File: config.mk
export PLATFORM = sky130hd
export DESIGN_NAME = mux_nto1_pipe
export DESIGN_NICKNAME = d
export VERILOG_FILES = /design/src/rtl/mux_nto1_pipe.sv
export SDC_FILE = /design/constraint.sdc
export NUM_CORES = 1
export LEC_CHECK = 0
export CORE_MARGIN = 3
export CORE_UTILIZATION = 33
export DETAILED_ROUTE_END_ITERATION = 12
export GPL_ROUTABILITY_DRIVEN = 0
export PLACE_DENSITY = 0.87
export SYNTH_ARGS = -nofsm -noshare
export SYNTH_HDL_FRONTEND = slang
export SYNTH_SLANG_ARGS = --single-unit
File: constraint.sdc
create_clock -name Clk -period 1.95 [get_ports Clk]
set_clock_uncertainty 0.05 [all_clocks]
set_input_delay 0.2925 -clock Clk [delete_from_list [all_inputs] [get_ports Clk]]
set_output_delay 0.2925 -clock Clk [all_outputs]
set_load 0.02 [all_outputs]
File: src/rtl/mux_nto1_pipe.sv
// mux_nto1_pipe
//   N-to-1 word multiplexer with a registered output stage. It sits on a
//   pipeline-register boundary and follows the stage's stall/flush controls.
//   Priority on each rising edge: Reset > Flush > Stall > Load.
//
// Parameters
//   WIDTH  data width of each channel and of the output
//   N      channel count, 2..16 (need not be a power of two)
// Ports
//   Clk        rising-edge clock
//   Reset      synchronous active-high reset
//   Num_In     packed channels, channel k at [k*WIDTH +: WIDTH]
//   Selector   binary channel index
//   Valid_In   input word qualifier
//   Stall      hold all registers
//   Flush      insert a bubble (Err_Count untouched)
//   Out_Mux    registered selected word
//   Valid_Out  Out_Mux holds a real transaction
//   Sel_Err    registered transaction had Selector >= N
//   Err_Count  saturating count of accepted out-of-range selects
module mux_nto1_pipe #(
  parameter int WIDTH = 32,
  parameter int N     = 4
) (
  input  logic                       Clk,
  input  logic                       Reset,
  input  logic [N*WIDTH-1:0]         Num_In,
  input  logic [$clog2(N)-1:0]       Selector,
  input  logic                       Valid_In,
  input  logic                       Stall,
  input  logic                       Flush,
  output logic [WIDTH-1:0]           Out_Mux,
  output logic                       Valid_Out,
  output logic                       Sel_Err,
  output logic [7:0]                 Err_Count
);

  localparam int SEL_W = $clog2(N);

  logic [WIDTH-1:0] sel_word;
  logic             in_range;

  // Loop only over existing channels, so an out-of-range index matches
  // nothing and yields zero rather than an X or an out-of-bounds slice.
  always_comb begin
    sel_word = '0;
    for (int unsigned k = 0; k < N; k++) begin
      if (Selector == SEL_W'(k)) begin
        sel_word = Num_In[k*WIDTH +: WIDTH];
      end
    end
  end

  assign in_range = (32'(Selector) < 32'(N));

  always_ff @(posedge Clk) begin
    if (Reset) begin
      Out_Mux   <= '0;
      Valid_Out <= 1'b0;
      Sel_Err   <= 1'b0;
      Err_Count <= '0;
    end else if (Flush) begin
      Out_Mux   <= '0;
      Valid_Out <= 1'b0;
      Sel_Err   <= 1'b0;
    end else if (!Stall) begin
      if (Valid_In) begin
        Valid_Out <= 1'b1;
        if (in_range) begin
          Out_Mux <= sel_word;
          Sel_Err <= 1'b0;
        end else begin
          Out_Mux <= '0;
          Sel_Err <= 1'b1;
          if (Err_Count != '1) begin
            Err_Count <= Err_Count + 8'd1;
          end
        end
      end else begin
        Out_Mux   <= '0;
        Valid_Out <= 1'b0;
        Sel_Err   <= 1'b0;
      end
    end
  end

endmodule

==> results_dict.tcl, run 1 <==
set metrics [dict create \
    status "finished clean" \
    maxSlewViolCount 0 \
    path_depth 1 \
    clkLatencyLatePin_ns 0.28 \
    cts_inserted_buffers 5 \
    reg2reg_from "Out_Mux[12]" \
    layout.cells.non_filler 359 \
    hold_buffers 0 \
    wl_mm 6.53 \
    clk_pin_slew_ns 0.06 \
    p_leak_uw 0.00136 \
    cts_max_level 2 \
    r2r_slack_ns 1.26 \
    hold_violations 0 \
    die_w_um 81.3 \
    coreArea_mm2 0.00530 \
    cts_resized 0 \
    wl_met2_mm 3.47 \
    numPortBuffers 167 \
    post-cts-setup-buffer-count 0 \
    crit_path_end "Out_Mux[4]" \
    fin_crit_ns 1.59 \
    grt_pass1_vias 1873 \
    gr-total-overflow 0 \
    root_buffer "clkbuf_8" \
    required_ns 1.61 \
    final_core_util 0.698 \
    crit_path_max_incr_delay_ns 0.63 \
    arrival_ns 1.24 \
    worst-r2r-cell-count 1 \
    nNetsFinal 424 \
    total_power_uw 1770 \
    initial_utilization 0.353 \
    drcViolationCount 0 \
    diodes 0 \
    cts_tree "done" \
    ys_seq_area_frac 0.353 \
    max_freq_mhz 630 \
    viasPerCell 5.06 \
    powerDensity_mw_per_mm2 478 \
    drive_gt1_frac 0.152 \
    row_count 26 \
    dp_hpwl_mm 5.21 \
    firstDrtPassIters 6 \
    path_class "reg -> out" \
    ys_ff_latch 33 \
    setup_tns_ns 0 \
    die-area_mm2 0.00660 \
    crit_path_top_delay_cell "clkdlybuf4s50_1" \
    grt_max_degree 33 \
    grt_pass1_wl_mm 9.40 \
    clock_path_buffers 2 \
    yosysUniqueCellTypes 14 \
    drt_iter0_drc 73 \
    hold_path.class "reg -> reg" \
    ios 177 \
    syn_area_per_cell_um2 15.1 \
    cts.sinks 33 \
    met3WireLength_um 833 \
    startpoint "Out_Mux[4]" \
    yosysWarnings 0 \
    syn_inst 124 \
    final_antenna_net_count 0 \
    worstReg2RegEnd "Out_Mux[12]" \
    crit_buf_inv 1 \
    crit_family "buffers and inverters" \
    startpoint_type "register" \
    wl_per_cell_um 18.2 \
    setup_viol 0 \
    rsz0062_at_grt "no" \
    highest_layer "met4" \
    wl_met1_mm 2.15 \
    track_usage 0.194 \
    end_kind "primary output" \
    hold_ws_ns 0.427 \
    dr_total_vias 1818 \
    syn2layout_area_growth_pct 98.0 \
    cap_viol_max_count 0 \
    fin_crit_sh 0.814 \
    path_cells "clkdlybuf4s50_1" \
    crit_path_max_fanout 2 \
    dp.cells 352 \
    antenna_found_initial 0 \
    worst_ir_drop_vdd_v 0.000244 \
    die_h_um 81.3 \
    syn_area_mm2 0.00187 \
]
## how the worst min path moves through the flow
stage | start | to | slack [ns] | cells after the start
global route | Out_Mux[5] | Out_Mux[5] | 0.44 | 1
finish | Out_Mux[9] | Out_Mux[9] | 0.43 | 1
floorplan | Reset | Valid_Out | 0.32 | 1
detailed placement | Out_Mux[20] | Out_Mux[20] | 0.41 | 1
CTS | Out_Mux[20] | Out_Mux[20] | 0.43 | 1
global placement | Out_Mux[20] | Out_Mux[20] | 0.41 | 1
## layout by cell type, fill, tap and decap left out
cell	instances
clkdlybuf4s50_1	166
dfxtp_1	33
a22o_1	32
mux4_2	30
conb_1	9
clkbuf_8	6
buf_12	5
mux4_1	2
nor4b_4	1
nor3b_4	1
mux2i_1	1
nor3_1	1
clkbuf_1	1
buf_2	1
## registers in the layout, indices dropped and copies added, names as in the netlist
register / count
Valid_Out: 1
Out_Mux: 32
## kinds of logic after synthesis
logic type	synth area share
buf+inv	0.0823
simple gates	0.0174
flops	0.353
compound gates	0.150
mux	0.395
other cells	0.00201
## layout make-up
| class | instances | area (µm²) |
|---|---|---|
| multi-input combinational | 77 | 1100 |
| fill | 387 | 1600 |
| timing repair buffer | 172 | 1770 |
| clock buffer | 7 | 86.3 |
| tap | 70 | 87.6 |
| sequential | 33 | 661 |
## where the power goes
group,switching (µW),internal (µW),total [µW],leakage (µW)
registers,8.42,691,699,0.000267
clock network,243,280,523,0.0000443
logic,154,392,547,0.00105
total,405,1360,1770,0.00136
## metrics by stage
| stage | setup slack [ns] | cell area (µm²) |
|---|---|---|
| 6_report | 0.363 | 3700 |
| 4_1_cts | 0.341 | 3700 |
| 3_3_place_gp | 0.231 | 3610 |
| 5_1_grt | 0.309 | 3700 |
| 2_1_floorplan | 0.561 | 1900 |
| 3_5_place_dp | 0.206 | 3610 |
## cells in the mapped netlist
cell type,count,area share
a22o_1,32,0.15
buf_1,1,0.0020
buf_2,6,0.016
buf_4,9,0.036
buf_6,4,0.024
clkbuf_1,2,0.0040
conb_1,1,0.0020
dfxtp_1,33,0.35
mux2i_1,1,0.0054
mux4_1,2,0.028
mux4_2,30,0.36
nor3_1,1,0.0027
nor3b_2,1,0.0067
nor4b_2,1,0.0080
## per-layer routing
metal	vias to the layer above	GRT usage
met2	107	0.363
met4	0	0.0608
met1	866	0.191
met3	7	0.0809
li1	838	-
met5	-	0
Note: power is estimated with default switching activity, not from simulation.
==> inputs of run 2 (changes only) <==
--- a/config.mk
+++ b/config.mk
@@ -6,10 +6,10 @@
 export NUM_CORES = 1
 export LEC_CHECK = 0
 export CORE_MARGIN = 3
-export CORE_UTILIZATION = 33
+export CORE_UTILIZATION = 27
 export DETAILED_ROUTE_END_ITERATION = 12
 export GPL_ROUTABILITY_DRIVEN = 0
-export PLACE_DENSITY = 0.87
+export PLACE_DENSITY = 0.76
 export SYNTH_ARGS = -nofsm -noshare
 export SYNTH_HDL_FRONTEND = slang
 export SYNTH_SLANG_ARGS = --single-unit
==> constraint.sdc (replaced) <==
create_clock -name Clk -period 1.45 [get_ports Clk]
set_clock_uncertainty 0.05 [all_clocks]
set_input_delay 0.2175 -clock Clk [delete_from_list [all_inputs] [get_ports Clk]]
set_output_delay 0.2175 -clock Clk [all_outputs]
set_load 0.02 [all_outputs]
==> run 2 against run 1 <==
Register-to-register slack got worse by 0.50 ns. Routed wire length fell by 2.2%. Die area rose by 20%. Largest cell class unchanged. First-iteration DRC count fell by 73%. Combinational power rose by 33%. Clock-buffer cell count did not move. Largest power group unchanged.
==> results_dict.tcl, run 2 (synthesized netlist as in run 1, its figures left out) <==
set metrics [dict create \
    ios 177 \
    layout_common_cells "133 x clkdlybuf4s50_1, 33 x dfxtp_1, 33 x dlygate4sd2_1" \
    dr_total_vias 1825 \
    die-area_mm2 0.00796 \
    dp_hpwl_mm 5.25 \
    cts_inserted_buffers 5 \
    grt_pass1_vias 1959 \
    clkLatencyLatePin_ns 0.28 \
    coreArea_mm2 0.00653 \
    grt-busiest-layer "met2" \
    rsz0062_at_grt "no" \
    setup_viol 0 \
    path_cells "clkdlybuf4s50_1 > buf_12 > mux4_2 > a22o_1" \
    use_met3 0.0654 \
    maxSlewViolCount 0 \
    timing.final.ws_setup_ns 0.0563 \
    p_leak_uw 0.00154 \
    wl_per_cell_um 17.3 \
    arrival_ns 1.51 \
    grt_max_degree 33 \
    drive_gt1_frac 0.164 \
    required_ns 1.57 \
    drt_iter0_drc 20 \
    grt_pass1_wl_mm 9.51 \
    clock_path_buffers 2 \
    fin_crit_sh 0.961 \
    hold_path.class "reg -> reg" \
    startpoint_type "input port" \
    hold_violations 0 \
    crit_path_max_fanout 18 \
    syn2layout_area_growth_pct 98.5 \
    reg_top3 "Out_Mux x32, Valid_Out x1" \
    hold_ws_ns 0.421 \
    track_usage 0.158 \
    firstDrtPassIters 4 \
    final_common_cell "clkdlybuf4s50_1" \
    die_h_um 89.2 \
    grtUsageMet2 0.285 \
    numPortBuffers 167 \
    total_power_uw 2370 \
    pre_cts_slack_ns -0.242 \
    clk_pin_slew_ns 0.06 \
    row_count 29 \
    crit_path_max_incr_delay_ns 0.58 \
    antenna_found_initial 0 \
    cts_max_level 2 \
    fin_crit_ns 1.39 \
    n_fill_cell 565 \
    met1_usage 0.170 \
    hold_buffers 0 \
    max_freq_mhz 718 \
    setup_tns_ns 0 \
    powerDensity_mw_per_mm2 637 \
    status "finished clean" \
    end_kind "register" \
    crit_buf_inv 2 \
    worst_ir_drop_vdd_v 0.000285 \
    final_antenna_net_count 0 \
    top_register "Out_Mux" \
    nNetsFinal 428 \
    gr-total-overflow 0 \
    cts.sinks 33 \
    die_w_um 89.2 \
    initial_utilization 0.286 \
    final_core_util 0.568 \
    wl_mm 6.39 \
    cts_tree "done" \
    root_buffer "clkbuf_8" \
    drcViolationCount 0 \
    r2r_slack_ns 0.76 \
    crit_path_top_delay_cell "clkdlybuf4s50_1" \
    crit_family "buffers and inverters" \
    cap_viol_max_count 0 \
    viasPerCell 4.93 \
    diodes 0 \
    path_class "in -> reg" \
    largest_reg_flops 32 \
]
[run 2: final timing paths]
kind                 endpoint   startpoint  cells past startpoint
setup / recovery  Out_Mux[23]  Selector[1]                      4
hold / removal    Out_Mux[31]  Out_Mux[31]                      1
setup reg to reg  Out_Mux[18]  Out_Mux[18]                      1
hold reg to reg   Out_Mux[31]  Out_Mux[31]                      1
[run 2: layer usage]
metal,up-vias,part of all wire,routed length (µm)
met1,854,0.34,2160
met3,7,0.13,857
met2,118,0.52,3310
met5,-,0,0
li1,846,-,-
met4,0,0.0092,59
[run 2: stage by stage]
step / cells / cell area, µm²
2_1_floorplan: 132 / 1900
5_1_grt: 370 / 3710
3_5_place_dp: 363 / 3670
3_3_place_gp: 363 / 3670
6_report: 370 / 3710
4_1_cts: 370 / 3710
[run 2: timing repair]
item,4_1_cts,5_1_grt
setup buffers,0,0
setup endpoints to repair,33,0
gates resized for setup,33,0
[run 2: layout make-up]
cell class	instances	area, µm²	share of cell area
repair buffers	176	1770	0.476
multi-input cells	77	1100	0.296
flip-flops and latches	33	661	0.178
well taps	77	96.3	0.0260
clock buffers	7	86.3	0.0233
[run 2: power breakdown]
| group | total, µW | internal (µW) | switching, µW |
|---|---|---|---|
| combinational | 728 | 521 | 207 |
| sequential | 940 | 929 | 10.6 |
| clock | 697 | 376 | 321 |
==> inputs of run 3 (changes only) <==
--- a/config.mk
+++ b/config.mk
@@ -9,7 +9,7 @@
 export CORE_UTILIZATION = 27
 export DETAILED_ROUTE_END_ITERATION = 12
 export GPL_ROUTABILITY_DRIVEN = 0
-export PLACE_DENSITY = 0.76
+export PLACE_DENSITY_LB_ADDON = 0.2
 export SYNTH_ARGS = -nofsm -noshare
 export SYNTH_HDL_FRONTEND = slang
 export SYNTH_SLANG_ARGS = --single-unit
==> run 3 against run 2 <==
Via count up 0.93%. Clock power increased by 49%. Sequential cell count is the same. Clock-buffer cell count fell by 2. Global-route usage is 0.63 points higher. Design area is 1.0% higher. Sequential share of layout area shrank 0.18 points. Core utilization up 0.57 points. Critical path depth unchanged. Sequential power barely moved. Critical path type unchanged. Largest cell class unchanged. Largest power group is now clock. Highest routed layer unchanged.
==> results_dict.tcl, run 3 (synthesized netlist as in run 1, its figures left out) <==
set metrics [dict create \
    fin_crit_ns 1.37 \
    gr-total-overflow 0 \
    row_count 29 \
    setup_viol 0 \
    grt_pass1_vias 1962 \
    drive_gt1_frac 0.176 \
    total_power_uw 2710 \
    initial_utilization 0.286 \
    r2r_slack_ns 0.77 \
    track_usage 0.165 \
    ios 177 \
    layout_common_cells "133 x clkdlybuf4s50_1, 33 x dfxtp_1, 33 x dlygate4sd2_1" \
    cts_tree "done" \
    nNetsFinal 430 \
    p_leak_uw 0.00156 \
    die-area_mm2 0.00796 \
    cts.sinks 33 \
    reg_top3 "Out_Mux x32, Valid_Out x1" \
    final_antenna_net_count 0 \
    worst_ir_drop_vdd_v 0.000514 \
    grt_max_degree 33 \
    layout.cells.non_filler 373 \
    n_fill_cell 573 \
    powerDensity_mw_per_mm2 723 \
    worstReg2RegEnd "Out_Mux[13]" \
    die_w_um 89.2 \
    reg2reg_from "Out_Mux[13]" \
    hold_ws_ns 0.426 \
    dr_total_vias 1842 \
    die_h_um 89.2 \
    path_class "in -> reg" \
    fin_crit_sh 0.944 \
    drcViolationCount 0 \
    clk_pin_slew_ns 0.07 \
    cap_viol_max_count 0 \
    hold_end "Out_Mux[31]" \
    hold_path.class "reg -> reg" \
    arrival_ns 1.55 \
    antenna_found_initial 0 \
    diodes 0 \
    firstDrtPassIters 4 \
    dp.cells 365 \
    worst-r2r-cell-count 1 \
    end_kind "register" \
    largest_reg_flops 32 \
    max_freq_mhz 730 \
    wl_mm 6.64 \
    status "finished clean" \
    required_ns 1.63 \
    clock_path_buffers 2 \
    numPortBuffers 167 \
    viasPerCell 4.94 \
    root_buffer "clkbuf_8" \
    dp_hpwl_mm 5.32 \
    grt_pass1_wl_mm 9.83 \
    clkLatencyLatePin_ns 0.28 \
    startpoint_type "input port" \
    rsz0062_at_grt "no" \
    crit_path_max_fanout 8 \
    startpoint "Flush" \
    maxSlewViolCount 0 \
    top_register "Out_Mux" \
    cts_max_level 2 \
    whs_path_depth 1 \
    hp-start "Out_Mux[31]" \
    drt_iter0_drc 24 \
    cts_inserted_buffers 5 \
    final_common_cell "clkdlybuf4s50_1" \
    coreArea_mm2 0.00653 \
    syn2layout_area_growth_pct 101 \
    hold_violations 0 \
    wl_per_cell_um 17.8 \
    setup_tns_ns 0 \
]
## run 3: cell types whose count changed in the layout (fill, tap and decap cells not counted)
cell and delta:
clkbuf_8 -1, buf_4 +4, bufinv_16 +2, clkbuf_1 -1, buf_12 -2, clkinv_2 +1
## run 3: worst max path at each step
stage / endpoint / slack [ns] / cells after the start
floorplan: Out_Mux[0] / 0.14 / 4
global placement: Out_Mux[24] / -0.21 / 4
detailed placement: Out_Mux[20] / -0.23 / 4
CTS: Out_Mux[24] / 0.08 / 4
global route: Out_Mux[14] / 0.03 / 4
finish: Out_Mux[19] / 0.08 / 4
## run 3: where the power goes
group	internal (µW)	switching (µW)	total, µW
registers	928	10.5	939
logic	517	212	729
clock network	683	358	1040
total	2130	580	2710
## run 3: timing repair
item	CTS	global route
setup endpoints to repair	33	0
buffers inserted	0	0
gates resized for setup	33	0
hold buffers	0	0
## run 3: through the flow
step                      setup WS, ns   util  area (µm²)
after floorplan                  0.136      -        1900
after global placement          -0.215  0.560        3660
after detailed placement        -0.227  0.560        3660
after CTS                       0.0779  0.574        3750
after global routing            0.0257  0.574        3750
final                           0.0810  0.574        3750
## run 3: layer usage
layer	routed length [µm]	GRT usage	vias up
met3	788	0.0691	2
li1	-	-	851
met4	26	0.0379	0
met1	2480	0.189	882
met5	0	0	-
met2	3340	0.285	107
## run 3: worst max-delay path, cell delays in order
cell and delay [ns]:
clkdlybuf4s50_1 0.52, nor4b_4 0.41, buf_4 0.25, a22o_1 0.14
## run 3: layout make-up
type,instances,area (µm²),area share
repair buffers,178,1760,0.469
multi-input cells,77,1100,0.293
flip-flops and latches,33,661,0.176
well taps,77,96.3,0.0257
clock buffers,5,68.8,0.0184
clock inverters,3,65.1,0.0174
==> patch 1, RTL diff (settings of run 2) <==
The parameter `WIDTH` goes from 32 to 40.
--- a/src/rtl/mux_nto1_pipe.sv
+++ b/src/rtl/mux_nto1_pipe.sv
@@ -20,5 +20,5 @@
 //   Err_Count  saturating count of accepted out-of-range selects
 module mux_nto1_pipe #(
-  parameter int WIDTH = 32,
+  parameter int WIDTH = 40,
   parameter int N     = 4
 ) (
Ports: changed (resized Num_In and Out_Mux); port bits go from 177 to 217. The function was not compared with the original's and may differ.
==> patch 1 against run 2 <==
- die area increased by 21%
- worst setup slack better by 0.089 ns
- combinational power grew 21%
- cell area rose by 21%
- largest power group unchanged
- sequential cell count rose by 8
- global-route usage is 0.73 points higher
- wire length increased by 26%
- synthesized area increased by 23%
- total power up 18%
- first-iteration DRC count up 80%
- worst hold slack about the same
==> patch 1: results (changes against run 2) <==
* M3 GR Usage at 6.29% (was 6.54%)
* Vias after detailed routing at 2243 (was 1825)
* Fill cell count at 655 (was 565)
* PwrDens at 622 mW/mm^2 (was 637 mW/mm^2)
* Met1 GRT Util at 16.9% (was 17.0%)
* Met2 Wirelength at 4340 um (was 3310 um)
* HPWL after DPL at 6520 um (was 5250 um)
* Top flop regs: Out_Mux (40), Valid_Out (1) (was Out_Mux (32), Valid_Out (1))
* Arrival time at the worst endpoint at 1.48 ns (was 1.51 ns)
* M2 GR Usage at 31.3% (was 28.5%)
* Met3 Routed Length at 929 um (was 857 um)
* Worst path max stage delay at 0.49 ns (was 0.58 ns)
* Post-synth cell types at 13 (was 14)
* Setup WS pre-CTS at -0.145 ns (was -0.242 ns)
* First-pass GRT wire length at 12700 um (was 9510 um)
* Share of cells above drive strength 1 at 15.8% (was 16.4%)
* Vias in the first global route at 2508 (was 1959)
* WL met1 at 2640 um (was 2160 um)
* GRT Util Overall at 16.6% (was 15.8%)
* Outcome: finished, final reports clean (unchanged)
* Clock net power at 0.741 mW (was 0.697 mW)
* Post-synthesis sequential area ratio at 35.8% (was 35.3%)
* Maximum VDD drop at 0.305 mV (was 0.285 mV)
* Mean Syn Cell Area at 15.1 sq um (about the same)
* WL final at 8030 um (was 6390 um)
* Placed Area at 0.00445 sq mm (was 0.00367 sq mm)
* PortBufs at 207 (was 167)
* Placed Cells incl. Taps at 449 (was 363)
* CP max FO at 40 (was 18)
* Pleak at 1.84 nW (was 1.54 nW)
* Sequential power share at 41.8% (was 39.7%)
* Vias per inst at 4.92 (was 4.93)
## patch 1: area by class of cell
| class | instances | area (sq um) | area share, % |
|---|---|---|---|
| well taps | 102 | 128 | 2.84 |
| clock buffers | 7 | 86.3 | 1.92 |
| flip-flops and latches | 41 | 821 | 18.3 |
| repair buffers | 213 | 2120 | 47.2 |
| multi-input cells | 93 | 1340 | 29.8 |
## patch 1: path summary, 6_finish.rpt
kind	start	to	slack (ns)
min	Out_Mux[28]$_SDFFE_PP0N_	Out_Mux[28]$_SDFFE_PP0N_	0.42
max	Stall	Out_Mux[20]$_SDFFE_PP0N_	0.15
min reg2reg	Out_Mux[28]$_SDFFE_PP0N_	Out_Mux[28]$_SDFFE_PP0N_	0.42
max reg2reg	Out_Mux[10]$_SDFFE_PP0N_	Out_Mux[10]$_SDFFE_PP0N_	0.77
## patch 1: kinds of logic after synthesis
logic type      Yosys count  synth area share (%)
mux                      41                  39.8
simple gates              3                  1.20
compound gates           40                  15.3
buf+inv                  26                  7.75
flops                    41                  35.8
other cells               1                 0.164
==> patch 2, RTL diff (config.mk and constraints of run 2) <==
Made on the original files. Make the reset (`Reset`) asynchronous in one clocked block. Comments in the files are not updated.
--- a/src/rtl/mux_nto1_pipe.sv
+++ b/src/rtl/mux_nto1_pipe.sv
@@ -54,5 +54,5 @@
   assign in_range = (32'(Selector) < 32'(N));
 
-  always_ff @(posedge Clk) begin
+  always_ff @(posedge Clk or posedge Reset) begin
     if (Reset) begin
       Out_Mux   <= '0;
Formal check against the unedited RTL: differs if Reset is asserted again (counterexample within 4 cycles, from zero or initial values and one cycle with Reset high); with Reset held inactive, the same outputs for 10 cycles.
==> patch 2 against run 2 <==
- worst setup slack better by 0.12 ns
- total power up 10%
- cell area grew 13%
- synthesized area rose by 14%
- die area increased by 13%
- non-clock buffer count increased by 5
- sequential cell count unchanged
- wire length up 18%
- critical endpoint is now Out_Mux[2]
- largest power group unchanged
==> patch 2: results (changes against run 2) <==
* WHS Path Cells at 3 (was 1)
* Final Hold Slack at 0.213 ns (was 0.421 ns)
* Worst Hold Class: primary input to flip-flop (was flip-flop to flip-flop)
* Largest net degree at the start of global routing at 34 (was 33)
* P&R area growth vs syn at 97.0% (was 98.5%)
* Commonest cells in the netlist: mux2i_1, dfrtp_1, a21o_1, o22ai_1, buf_2 (was dfxtp_1, a22o_1, mux4_2)
* Worst path top cell family by delay: flip-flops (was buffers and inverters)
* Layout Nets at 499 (was 428)
* Hold_sp: Flush (was Out_Mux[31]$_SDFFE_PP0N_)
* Share of cells above drive strength 1 at 11.8% (was 16.4%)
* M3 GR Usage at 5.90% (was 6.54%)
* Maximum VDD drop at 0.293 mV (was 0.285 mV)
* FFs w/ async S/R, synth at 100% (was 0%)
* WL met1 at 2840 um (was 2160 um)
* Crit-path slowest cell: dfrtp_1 (was clkdlybuf4s50_1)
* HPWL after DPL at 5740 um (was 5250 um)
* Final non-filler cell total at 464 (was 370)
* Worst r2r path cells at 2 (was 1)
* Post-synth cell types at 15 (was 14)
* Crit path from: Out_Mux[2]$_DFFE_PP0P_ (was Selector[1])
* Met3 Routed Length at 695 um (was 857 um)
* First-pass GRT wire length at 11000 um (was 9510 um)
* Placed Cells incl. Taps at 454 (was 363)
* Hold Path Sink: Valid_Out$_DFFE_PP0P_ (was Out_Mux[31]$_SDFFE_PP0N_)
* CP max FO at 2 (was 18)
* Arrival time at the worst endpoint at 1.00 ns (was 1.51 ns)
* Routed len/inst at 16.2 um (was 17.3 um)
* Final worst path period need at 1.27 ns (was 1.39 ns)
* Setup slack, reg-to-reg at 0.71 ns (was 0.76 ns)
* Vias in the first global route at 2301 (was 1959)
* Vias after detailed routing at 2181 (was 1825)
* CP Capture Point: Out_Mux[2] (was Out_Mux[23]$_SDFFE_PP0N_)
* Post-synthesis sequential area ratio at 38.7% (was 35.3%)
* Origin of the critical flop-to-flop path: Valid_Out$_DFFE_PP0P_ (was Out_Mux[18]$_SDFFE_PP0N_)
* Setup WS pre-CTS at -0.353 ns (was -0.242 ns)
* Mean Syn Cell Area at 10.9 sq um (was 15.1 sq um)
* Outcome: finished, final reports clean (unchanged)
* GRT Util Overall at 15.9% (was 15.8%)
* Synth Flop Type: dfrtp_1 (was dfxtp_1)
* Met1 GRT Util at 17.7% (was 17.0%)
* Worst path max stage delay at 0.39 ns (was 0.58 ns)
* Fill cell count at 637 (was 565)
patch 2: cell type report:
| cell class | count | area share, % |
|---|---|---|
| Timing Repair Buffer | 181 | 44.4 |
| Multi-Input combinational cell | 142 | 30.5 |
| Sequential cell | 33 | 19.7 |
| Tap cell | 99 | 2.95 |
| Inverter | 1 | 0.0894 |
| Clock inverter | 1 | 0.119 |
| Clock buffer | 7 | 2.29 |
patch 2: cell families (layout without fill, tap and decap cells):
group	count (synthesis)	after routing	synth area share, %
DFF	33	33	38.7
AOI/OAI and AO/OA	64	64	20.7
muxes	65	65	30.5
buffers and inverters	29	190	8.39
and+or+nand+nor	4	4	1.53
other	1	9	0.176
patch 2: repair_timing:
action                                  in CTS  in global routing
gates resized for setup                     39                 24
cloned                                       0                  2
pin swaps                                    0                  1
hold endpoints to repair                     0                  0
endpoints found under the setup margin      65                 32
patch 2: power breakdown:
part,internal (mW),total [mW],switching [mW]
logic,0.536,0.873,0.337
registers,0.965,0.989,0.0235
clock network,0.429,0.749,0.320
total,1.93,2.61,0.680
